<file path="src/rtl/inst_fetch_unit.sv">
// ---------------------------------------------------------------------------
// inst_fetch_unit
//   Instruction fetch stage sitting directly in front of a combinational
//   instruction ROM. Holds the program counter, presents it to the ROM as the
//   fetch address, captures the returned word with its PC into a small FIFO,
//   and hands the FIFO head to decode over a valid/ready handshake. A redirect
//   from execute flushes the FIFO and reloads the PC.
//
// Parameters
//   RESET_PC  PC loaded on reset (bits [1:0] expected to be zero)
//   DEPTH     FIFO entries, power of two, >= 2
//
// Ports
//   clk          rising-edge clock
//   rst_n        asynchronous active-low reset
//   fetch_en     1 = fetch allowed this cycle, 0 = hold PC and push nothing
//   pc_addr      fetch address to the ROM (the PC register)
//   rom_inst     ROM word for pc_addr, valid in the same cycle
//   redirect     one-cycle pulse: flush FIFO, next PC = redirect_pc
//   redirect_pc  redirect target, bits [1:0] forced to zero
//   if_valid     FIFO head holds a valid instruction
//   if_ready     decode accepts the head this cycle
//   if_inst      head instruction word (0 while empty)
//   if_pc        PC of the head instruction (0 while empty)
//   if_pc_plus4  if_pc + 4 modulo 2^32 (0 while empty)
// ---------------------------------------------------------------------------
module inst_fetch_unit #(
    parameter logic [31:0] RESET_PC = 32'h0000_0000,
    parameter int          DEPTH    = 2
) (
    input  logic        clk,
    input  logic        rst_n,
    input  logic        fetch_en,
    output logic [31:0] pc_addr,
    input  logic [31:0] rom_inst,
    input  logic        redirect,
    input  logic [31:0] redirect_pc,
    output logic        if_valid,
    input  logic        if_ready,
    output logic [31:0] if_inst,
    output logic [31:0] if_pc,
    output logic [31:0] if_pc_plus4
);

    localparam int             AW        = (DEPTH > 1) ? $clog2(DEPTH) : 1;
    localparam logic [AW:0]    DEPTH_CNT = (AW + 1)'(DEPTH);

    logic [31:0]   pc;
    logic [AW-1:0] wr_ptr;
    logic [AW-1:0] rd_ptr;
    logic [AW:0]   count;
    logic [31:0]   inst_mem [DEPTH];
    logic [31:0]   pc_mem   [DEPTH];
    logic          pop;
    logic          push;
    logic [31:0]   head_pc;

    // The two lowest target bits are never used: targets are word aligned.
    logic unused_redirect_lsbs;
    assign unused_redirect_lsbs = ^redirect_pc[1:0];

    assign pc_addr  = pc;
    assign if_valid = (count != '0);

    // A push is allowed into a full FIFO when the head leaves in the same
    // cycle, which keeps a full pipe streaming at one instruction per cycle.
    assign pop  = if_valid & if_ready;
    assign push = fetch_en & ~redirect & ((count < DEPTH_CNT) | pop);

    // Head outputs are combinational from the storage so a captured word is
    // visible the cycle after its fetch; zeros are shown while empty.
    assign head_pc     = pc_mem[rd_ptr];
    assign if_inst     = if_valid ? inst_mem[rd_ptr] : 32'h0;
    assign if_pc       = if_valid ? head_pc : 32'h0;
    assign if_pc_plus4 = if_valid ? head_pc + 32'd4 : 32'h0;

    // FIFO storage needs no reset: its contents are only observed through
    // count, which reset clears.
    always_ff @(posedge clk) begin
        if (push) begin
            inst_mem[wr_ptr] <= rom_inst;
            pc_mem[wr_ptr]   <= pc;
        end
    end

    // PC, pointers and occupancy. Redirect overrides push and pop; a pop in
    // the redirect cycle still completes for decode but the entry is dropped
    // along with everything else.
    always_ff @(posedge clk or negedge rst_n) begin
        if (!rst_n) begin
            pc     <= RESET_PC;
            wr_ptr <= '0;
            rd_ptr <= '0;
            count  <= '0;
        end else if (redirect) begin
            pc     <= {redirect_pc[31:2], 2'b00};
            wr_ptr <= '0;
            rd_ptr <= '0;
            count  <= '0;
        end else begin
            if (push) begin
                pc     <= pc + 32'd4;
                wr_ptr <= wr_ptr + AW'(1);
            end
            if (pop) begin
                rd_ptr <= rd_ptr + AW'(1);
            end
            case ({push, pop})
                2'b10:   count <= count + (AW + 1)'(1);
                2'b01:   count <= count - (AW + 1)'(1);
                default: count <= count;
            endcase
        end
    end

endmodule

</file>
<file path="config.mk">
export PLATFORM = sky130hd
export DESIGN_NAME = inst_fetch_unit
export DESIGN_NICKNAME = d
export VERILOG_FILES = /design/src/rtl/inst_fetch_unit.sv
export SDC_FILE = /design/constraint.sdc
export NUM_CORES = 1
export LEC_CHECK = 0
export ABC_AREA = 0
export BUFFER_PORTS_ARGS = -buffer_cell sky130_fd_sc_hd__buf_4
export CELL_PAD_IN_SITES_DETAIL_PLACEMENT = 2
export CELL_PAD_IN_SITES_GLOBAL_PLACEMENT = 2
export CORE_MARGIN = 2
export CORE_UTILIZATION = 31
export CTS_CLUSTER_SIZE = 16
export DETAILED_ROUTE_END_ITERATION = 10
export PLACE_DENSITY = 0.82
export SLEW_MARGIN = 20
export SYNTH_ARGS = -nofsm -noshare
export SYNTH_HDL_FRONTEND = slang
export SYNTH_SLANG_ARGS = --single-unit
export TNS_END_PERCENT = 100
</file>
<file path="constraint.sdc">
create_clock -name clk -period 5.69 [get_ports clk]
set_input_delay 0.2845 -clock clk [delete_from_list [all_inputs] [get_ports clk]]
set_output_delay 0.2845 -clock clk [all_outputs]
set_load 0.1 [all_outputs]
</file>
==> metrics <==
status=complete, no violations; #FFs+latches synth=158; layout overhead on the synthesized area=31.1%; Seq/Total Area, Yosys=60.7%; worst-skew pair later-pin latency=0.42 ns; Final Max Tran Viols=0; drt pass-1 iters=4; post-cts hold buffer count=1; ANT cells=0; CORE AREA=24,100 µm²; IO buf count=189; fin crit share=75.0%; RSZ-0062 raised after global routing=false; drt total wl=23,100 µm; pwr dens=364 nW/µm²; nets=894; post-route core utilization=41.0%; Routed Antenna Nets=0; total gr overflow=0; leading post-synthesis cells by cell area=edfxtp_1, dfrtp_1, mux2i_1; most frequent CP cell=buf_4; CTS resizes=0; RePlAce Congestion=0.773; Post-synth EDFFs=124; antenna violations before repair=0; max cap viols=0; Initial Util=31.3%; Top Ports=198; first-pass GRT wire length=36,200 µm; worst hold slack=0.0462 ns; Synth area leader=edfxtp_1; cts bufs inserted=17; largest net degree at the start of global routing=81; LEAKAGE=3.75 nW; Unique masters post-synth=49; die area=25,600 µm²; vias in the first global route=6,236; critical path arrival=3.98 ns; Row Count=57; Avg Cell Area, Syn=11.8 µm²; Ys Warns=0; DIE HEIGHT=160 µm; area share of the largest cell type after synthesis=49.4%; CTS tree=built; crit-path cells=buf_4, nand4_1, a22oi_1, nand2_1, nor4_1, mux2_2, buf_4; Iter 0 DRT Violations=303; Async SR Flop Fraction=21.5%; clk_skew=0.00786 ns; Fillers=2,557; CTS Root Cell=clkbuf_16; total track usage=18.3%; Post-DP HPWL=16,700 µm; Max-Slew Margin vs Limit=41.1%; HP Class=input pin to flip-flop; crit path max fanout=47; CP Launch Type=flip-flop; VDD IR max=0.000186 V; Final setup viols=0; CTS HTree Levels=4; Tmin final=4.27 ns; number of buffers on the longest clock path=2; residual DRC count=0; setup TNS=0 ns; Post-CTS Setup Inserts=0; clock net sink count=158; Max Fclk=234 MHz; layout cell share with drive strength beyond 1=28.8%; Die X-Extent=160 µm; via/cell ratio=4.90; slowest CP cell=dfrtp_4; CTS clk-pin slew, worst paths=0.07 ns; Cells after Synth=639; nature of the critical path endpoint=output pin; Final Hold Viols=0; CP Class=flip-flop to output pin; Mapped Area=7540 µm²; Worst-Margin Slew=0.884 ns; via count=5,688; Worst EP required=5.41 ns; Main synth FF type=edfxtp_1; CP max stage delay=0.86 ns; drt wl/cell=19.9 µm
[registers in the layout, indices dropped and copies added (netlist names)]
register  cells
count         2
inst_mem     64
pc_addr      30
pc_mem       60
rd_ptr        1
wr_ptr        1
[cells in the mapped netlist, types with 2 or more instances]
| cell type | instances |
|---|---|
| nand4b_1 | 6 |
| nand3b_1 | 5 |
| inv_1 | 6 |
| mux2i_1 | 62 |
| nor3_1 | 8 |
| nor2_1 | 89 |
| nor3b_1 | 2 |
| nand4_1 | 23 |
| o31a_1 | 4 |
| nand2b_1 | 2 |
| mux2_2 | 6 |
| nand3_1 | 20 |
| o31ai_1 | 5 |
| buf_1 | 3 |
| buf_2 | 8 |
| nor4_1 | 12 |
| and2_1 | 10 |
| dfrtp_1 | 34 |
| buf_4 | 7 |
| nand2_1 | 62 |
| a21oi_1 | 3 |
| a31oi_1 | 3 |
| a211oi_1 | 3 |
| ha_1 | 2 |
| xnor2_1 | 14 |
| and4_1 | 2 |
| o21a_1 | 3 |
| o21ai_0 | 34 |
| and3_1 | 7 |
| or3_1 | 2 |
| a22oi_1 | 4 |
| o311ai_0 | 3 |
| a21o_1 | 2 |
| clkbuf_1 | 20 |
| xor2_1 | 23 |
| edfxtp_1 | 124 |
| o211ai_1 | 2 |
| nor2b_1 | 3 |
[placed cells by master (no fill, tap or decap), types with 3 or more instances in the layout]
cell / n
mux2i_1: 62
bufinv_16: 3
conb_1: 6
a31oi_1: 3
nand3b_1: 5
and2_1: 9
nor2_1: 88
o311ai_0: 3
clkbuf_16: 17
edfxtp_1: 124
nor3_1: 7
xnor2_1: 14
dfrtp_1: 33
nor2b_1: 3
nand4_1: 23
nand4b_1: 6
inv_1: 6
o21a_1: 3
and3_1: 7
mux2_2: 6
xor2_1: 23
o21ai_0: 34
o31ai_1: 5
buf_4: 198
nand3_1: 20
nor4_1: 12
a211oi_1: 3
o31a_1: 4
a22oi_1: 4
nand2_1: 62
a21oi_1: 3
inv_6: 3
[metal layers]
layer  track usage (%)  vias up  wire (µm)
met1              23.7     2842      10500
met4              4.83        0        252
met3              3.30       13        816
met2              31.6      134      11500
met5                 0        -          0
li1                  -     2699          -
[report_power, final]
| group | total [mW] | switching [mW] | internal (mW) | leakage [nW] |
|---|---|---|---|---|
| combinational | 1.03 | 0.813 | 0.219 | 1.90 |
| sequential | 1.40 | 0.0805 | 1.32 | 1.56 |
| clock | 1.16 | 0.471 | 0.693 | 0.286 |
| total | 3.60 | 1.36 | 2.23 | 3.75 |
[worst max-delay path: cells and delay by family, from the launching register on]
family                 cells  cell delay, ns
buffers and inverters      2            0.90
DFF                        1            0.86
muxes                      1            0.38
AOI/OAI and AO/OA          1            0.39
and+or+nand+nor            3            0.96
[area by class of cell]
type / count / area (µm²) / share of cell area [%]
multi-input cells: 441 / 2780 / 28.2
clock inverters: 13 / 163 / 1.65
well taps: 324 / 405 / 4.10
repair buffers: 199 / 1500 / 15.1
inverters: 6 / 22.5 / 0.228
clock buffers: 19 / 433 / 4.38
flip-flops and latches: 158 / 4580 / 46.3
[per-stage QoR]
stage                     worst slack (ns)  power (mW)  cell area, µm²  cells
after floorplan                      0.185        2.20            7560    644
after global placement                1.83        2.44            9280   1127
after detailed placement              1.82        2.47            9280   1127
after CTS                             1.37        3.64            9880   1160
after global routing                  1.09        3.73            9880   1160
final                                 1.42        3.60            9880   1160
[final timing paths]
kind                       cells after the start                         to  slack (ns)               startpoint
max in group asynchronous                      2         rd_ptr$_DFFE_PN0P_        4.95                    rst_n
min                                            1  inst_mem[0][12]$_DFFE_PP_        0.05             rom_inst[12]
min reg2reg                                    0    pc_mem[0][31]$_DFFE_PP_        0.58  pc_addr[31]$_DFFE_PN0P_
max reg2reg                                    3   inst_mem[1][8]$_DFFE_PP_        2.93     count[1]$_DFFE_PN0P_
min in group asynchronous                      2    pc_addr[22]$_DFFE_PN0P_        0.36                    rst_n
max                                            7            if_pc_plus4[27]        1.42       rd_ptr$_DFFE_PN0P_
[kinds of logic after synthesis]
group                    after synthesis  synth area share (%)
AO/OA/AOI/OAI                         70                  5.99
XOR/XNOR                              37                  4.30
adder cells (fa/ha/maj)                2                 0.332
buffers and inverters                 45                  2.82
flip-flops                           158                  60.7
multiplexers                          69                  9.28
other                                  1                0.0498
AND/OR/NAND/NOR                      257                  16.5
No activity file was read; power rests on OpenSTA's default activity.
